--- src/rtl/alu_seq_unit_if.sv ---
// Request/response bundle between a command driver and the sequential ALU.
// The driver side owns the request fields and out_ready; the ALU side owns the rest.
interface alu_seq_unit_if #(
  parameter int W = 8
);
  logic         in_valid;
  logic         in_ready;
  logic [W-1:0] a;
  logic [W-1:0] b;
  logic [1:0]   sel;
  logic         out_valid;
  logic         out_ready;
  logic [W-1:0] result;
  logic         carry;
  logic         busy;

  modport master (
    output in_valid, a, b, sel, out_ready,
    input  in_ready, out_valid, result, carry, busy
  );

  modport slave (
    input  in_valid, a, b, sel, out_ready,
    output in_ready, out_valid, result, carry, busy
  );
endinterface

--- src/rtl/alu_seq_unit.sv ---
// Handshaked ALU with one operation in flight: ADD/SUB/AND finish in one step,
// MUL runs as a W-step shift-add before the result is offered.
module alu_seq_unit #(
  parameter int W = 8
) (
  input  logic            clk,
  input  logic            rst_n,
  alu_seq_unit_if.slave   bus
);

  localparam int CW = $clog2(W);
  localparam logic [CW-1:0] CNT_LAST = CW'(W - 1);

  typedef enum logic [1:0] {
    IDLE,
    EXEC,
    DONE
  } state_e;

  state_e          state_q, state_d;
  logic [2*W-1:0]  acc_q, acc_d;
  logic [2*W-1:0]  mcand_q, mcand_d;
  logic [W-1:0]    mplier_q, mplier_d;
  logic [CW-1:0]   cnt_q, cnt_d;
  logic [W-1:0]    result_q, result_d;
  logic            carry_q, carry_d;
  logic [2*W-1:0]  acc_step;

  always_ff @(posedge clk) begin
    if (!rst_n) begin
      state_q  <= IDLE;
      acc_q    <= '0;
      mcand_q  <= '0;
      mplier_q <= '0;
      cnt_q    <= '0;
      result_q <= '0;
      carry_q  <= 1'b0;
    end else begin
      state_q  <= state_d;
      acc_q    <= acc_d;
      mcand_q  <= mcand_d;
      mplier_q <= mplier_d;
      cnt_q    <= cnt_d;
      result_q <= result_d;
      carry_q  <= carry_d;
    end
  end

  always_comb begin
    state_d  = state_q;
    acc_d    = acc_q;
    mcand_d  = mcand_q;
    mplier_d = mplier_q;
    cnt_d    = cnt_q;
    result_d = result_q;
    carry_d  = carry_q;
    acc_step = mplier_q[0] ? (acc_q + mcand_q) : acc_q;

    unique case (state_q)
      IDLE: begin
        if (bus.in_valid) begin
          unique case (bus.sel)
            2'b00: begin
              {carry_d, result_d} = {1'b0, bus.a} + {1'b0, bus.b};
              state_d             = DONE;
            end
            2'b01: begin
              result_d = bus.a - bus.b;
              carry_d  = (bus.a < bus.b);
              state_d  = DONE;
            end
            2'b11: begin
              result_d = bus.a & bus.b;
              carry_d  = 1'b0;
              state_d  = DONE;
            end
            default: begin
              acc_d    = '0;
              mcand_d  = {{W{1'b0}}, bus.a};
              mplier_d = bus.b;
              cnt_d    = '0;
              state_d  = EXEC;
            end
          endcase
        end
      end
      EXEC: begin
        // Always W steps, even when the multiplier runs out of ones early.
        acc_d    = acc_step;
        mcand_d  = mcand_q << 1;
        mplier_d = mplier_q >> 1;
        cnt_d    = cnt_q + 1'b1;
        if (cnt_q == CNT_LAST) begin
          result_d = acc_step[W-1:0];
          carry_d  = |acc_step[2*W-1:W];
          state_d  = DONE;
        end
      end
      DONE: begin
        if (bus.out_ready) begin
          state_d = IDLE;
        end
      end
      default: state_d = IDLE;
    endcase
  end

  always_comb begin
    bus.in_ready  = (state_q == IDLE);
    bus.out_valid = (state_q == DONE);
    bus.busy      = (state_q != IDLE);
    bus.result    = result_q;
    bus.carry     = carry_q;
  end

endmodule

--- src/flat_wrapper.sv ---
// flat-port wrapper written by rule: the top's interface ports become plain ports
module alu_seq_unit_flat 
#(
  parameter int W = 8
)
  (clk, rst_n, bus_in_valid, bus_a, bus_b, bus_sel, bus_out_ready, bus_in_ready, bus_out_valid, bus_result, bus_carry, bus_busy);
  alu_seq_unit_if #(.W(W)) bus_i ();
  input  logic clk;
  input  logic rst_n;
  input wire logic [$bits(bus_i.in_valid)-1:0] bus_in_valid;
  input wire logic [$bits(bus_i.a)-1:0] bus_a;
  input wire logic [$bits(bus_i.b)-1:0] bus_b;
  input wire logic [$bits(bus_i.sel)-1:0] bus_sel;
  input wire logic [$bits(bus_i.out_ready)-1:0] bus_out_ready;
  output wire logic [$bits(bus_i.in_ready)-1:0] bus_in_ready;
  output wire logic [$bits(bus_i.out_valid)-1:0] bus_out_valid;
  output wire logic [$bits(bus_i.result)-1:0] bus_result;
  output wire logic [$bits(bus_i.carry)-1:0] bus_carry;
  output wire logic [$bits(bus_i.busy)-1:0] bus_busy;
  assign bus_i.in_valid = bus_in_valid;
  assign bus_i.a = bus_a;
  assign bus_i.b = bus_b;
  assign bus_i.sel = bus_sel;
  assign bus_i.out_ready = bus_out_ready;
  assign bus_in_ready = bus_i.in_ready;
  assign bus_out_valid = bus_i.out_valid;
  assign bus_result = bus_i.result;
  assign bus_carry = bus_i.carry;
  assign bus_busy = bus_i.busy;
  alu_seq_unit #(.W(W)) u_core (.clk(clk), .rst_n(rst_n), .bus(bus_i));
endmodule
--- config.mk ---
export PLATFORM = sky130hd
export DESIGN_NAME = alu_seq_unit_flat
export DESIGN_NICKNAME = d
export VERILOG_FILES = /design/src/rtl/alu_seq_unit_if.sv /design/src/rtl/alu_seq_unit.sv /design/src/flat_wrapper.sv
export SDC_FILE = /design/constraint.sdc
export NUM_CORES = 1
export LEC_CHECK = 0
export CAP_MARGIN = 40
export CORE_MARGIN = 4
export CORE_UTILIZATION = 45
export DETAILED_ROUTE_END_ITERATION = 8
export PLACE_DENSITY = 0.7
export SETUP_SLACK_MARGIN = 0.1
export SLEW_MARGIN = 10
export SYNTH_ARGS = -nofsm -noshare
export SYNTH_HDL_FRONTEND = slang
export SYNTH_SLANG_ARGS = --single-unit
--- constraint.sdc ---
create_clock -name clk -period 3.35 [get_ports clk]
set_input_delay 1.005 -clock clk [delete_from_list [all_inputs] [get_ports clk]]
set_output_delay 1.005 -clock clk [all_outputs]
set_load 0.1 [all_outputs]
==> results.toml <==
[power]
p_seq_share_pct = 43.4
p_leak_nw = 2.03
pwr-share-comb_pct = 30.4
vdd_drop_max_mv = 0.278
internal_power_mw = 1.02
power_density_nw_per_um2 = 335
clkPwrFrac_pct = 26.3
p_sw_uw = 575
switching_share_pct = 36.1

[sta]
rsz0062_at_grt = "no"
fmax_mhz = 323
finalCritPeriodShare_pct = 92.4
period_minus_slack_ps = 3090
max-slew-margin-rel_pct = 54.3
fin_hold_ws_ps = 487
drv_slew = 0
hold_violations = 0
max_slew.worst_pin.slew_ps = 686
fin_worst_skew_ps = 8.21
setup_viol = 0

[logic_synthesis]
syn_inst = 521
synth_area_um2 = 4150
synth-seq-area-share_pct = 26.1
synth_nets = 579
post-synth-top-count-cell = "nand2_1"
synth_cell_type_count = 63
syn_avg_cell_area_um2 = 7.96
yosys_most_used_dff = "dfxtp_1"
yosysTopAreaCell = "dfxtp_1"
synth-seq-cells = 54
synth.cells.most_frequent = "nand2_1 (62), dfxtp_1 (54), a21oi_1 (38)"
synth-edff-count = 0
synthTopCellsByArea = "dfxtp_1 (26%), ha_1 (10%), nand2_1 (5.6%), a21oi_1 (4.6%), o211a_1 (3.4%)"
async_flop_share_pct = 0
ys_warn_count = 0
synth_top_area_share_pct = 26.1

[drt]
wl_per_cell_um = 16.1
wl_um = 10600
via_per_inst = 5.87
drtAntennaViolNets = 0
drc = 0
vias = 3867
initialDrtViolationCount = 210
drt_pass1_iterations = 4

[critical_path]
critPathTopFamily = "compound AO/OA/AOI/OAI gates"
worst-path-max-fanout = 3
crit_path_cell_trace = "clkdlybuf4s50_1 > ha_1 > inv_1 > fa_1 > a21oi_1 > o21bai_1 > a211oi_1 > nor2_1 > o311ai_0 > o21ai_0 > o2bb2ai_1"
startpoint_type = "input port"
r2r-start = "u_core.mcand_q[0]"
cp.arrival_ps = 3350
cpMaxStageDelayCell = "clkdlybuf4s50_1"
rr_endpoint = "u_core.bus.carry"
slowest_delay_ps = 510
r2r_slack_ps = 490
path_class = "in -> reg"
path_buf_inv = 2
cp.depth = 11
r2r_cells = 9
cp-end-kind = "register"
worstPathRequired_ps = 3610

[finish]
fillers = 854
area_growth_pct = 14.8
seqCellArea_um2 = 1080
finish.utilization_pct = 53.8
diodes = 0
nNetsFinal = 608
drive_gt1_share_pct = 12.7
multiInputGateArea_um2 = 2870

[clocking]
cts.htree.levels = 2
cts_buffer_depth = 2
numCtsBuffers = 5
clk_latency_ps = 320
root_buffer = "clkbuf_8"
hold_buffers = 0
clk_transition_reported_paths_ps = 110
cts_tree = "done"
clkSinkCount = 54
post_cts_buffers = 0
cts.repair.resized = 0

[floorplanning]
pin_count = 34
die-area_um2 = 10800
dieWidth_um = 104
fp.coreArea_um2 = 8850
row_count = 34
die_h_um = 104
start_util_pct = 46.9

[global_route]
grt.total_usage_pct = 19.5
grt_pass1_vias = 3696
grt_pass1_wl_um = 17800
antenna_found_initial = 0
grt_max_degree = 46
overflow = 0

[placed_design]
portBuffers = 33
dpl.hpwl_um = 7790
place_congestion = 0.886

[hold_path]
hp-start = "u_core.mplier_q[7]"
hold_depth = 2
holdPathEnd = "u_core.mplier_q[7]"
min_path_type = "reg -> reg"

[run_status]
status = "completed"

[job]
max_cap_violations = 0
worst max path at each step:
stage                                 start                   end  slack, ps
after CTS                          bus_b[1]  u_core.bus.result[7]        230
after global placement             bus_b[1]  u_core.bus.result[7]        -40
after detailed placement           bus_b[1]  u_core.bus.result[7]       -110
final                              bus_b[0]  u_core.bus.result[6]        260
after global routing               bus_b[1]  u_core.bus.result[6]        110
after floorplan           u_core.state_q[1]         bus_out_valid        370
registers in the layout, summed over array words and instances, names as in the netlist:
name and cells:
u_core.acc_q 16, u_core.mplier_q 8, u_core.cnt_q 3, u_core.bus.result 8, u_core.bus.carry 1, u_core.state_q 2, u_core.mcand_q 16
cell type report:
class | instances | share of cell area (%)
multi-input cells | 410 | 60.2
flip-flops and latches | 54 | 22.7
well taps | 108 | 2.84
clock buffers | 6 | 1.73
repair buffers | 57 | 10.4
inverters | 22 | 1.73
clock inverters | 2 | 0.342
power by group through the flow:
stage | logic [mW] | clock network [mW] | registers (mW)
6_report | 0.484 | 0.419 | 0.691
5_1_grt | 0.526 | 0.448 | 0.695
4_1_cts | 0.481 | 0.423 | 0.690
3_5_place_dp | 0.478 | 0 | 0.705
3_3_place_gp | 0.467 | 0 | 0.705
2_1_floorplan | 0.266 | 0 | 0.776
routing by layer:
layer	GRT usage, %	vias up	part of all wire (%)
li1	-	1933	-
met1	26.7	1844	48
met2	33.0	77	47
met3	2.42	13	3.5
met4	4.37	0	1.2
met5	0	-	0
cell usage in the layout, fill, tap and decap left out, types with 3 or more instances in the layout:
cell type / n
a211oi_1: 7
a21boi_0: 13
a21o_1: 10
a21oi_1: 38
a31oi_1: 4
and2_1: 4
buf_4: 34
clkbuf_8: 6
clkdlybuf4s50_1: 21
dfxtp_1: 54
fa_1: 3
ha_1: 33
inv_1: 22
mux2_2: 3
mux2i_1: 6
nand2_1: 62
nand2b_1: 6
nand3_1: 24
nor2_1: 36
nor2b_1: 17
nor3_1: 8
o211a_1: 14
o211ai_1: 16
o21ai_0: 23
o21bai_1: 5
o2bb2ai_1: 4
o311ai_0: 3
o31ai_1: 4
or2_2: 3
xnor2_1: 11
xor2_1: 7
worst min-delay path, stage by stage (launching register included):
cell and delay [ps]:
dfxtp_1 330, nand2_1 60, a21oi_1 60
cell families after synthesis:
kind of cell	share of synthesized area (%)
AND/OR/NAND/NOR	21.2
AO/OA/AOI/OAI	29.7
buffers and inverters	5.22
flip-flops	26.1
adder cells (fa/ha/maj)	11.4
XOR/XNOR	3.80
multiplexers	2.59
through the flow:
| step | setup TNS (ps) | setup WS [ps] | power [mW] | instance area (um^2) | std cells |
|---|---|---|---|---|---|
| after CTS | 0 | 232 | 1.59 | 4750 | 659 |
| after global placement | -41.6 | -39.9 | 1.17 | 4620 | 649 |
| after global routing | 0 | 107 | 1.67 | 4760 | 659 |
| after detailed placement | -218 | -108 | 1.18 | 4650 | 651 |
| final | 0 | 256 | 1.59 | 4760 | 659 |
| after floorplan | 0 | 374 | 1.04 | 4150 | 521 |
(Power assumes the default switching activity.)
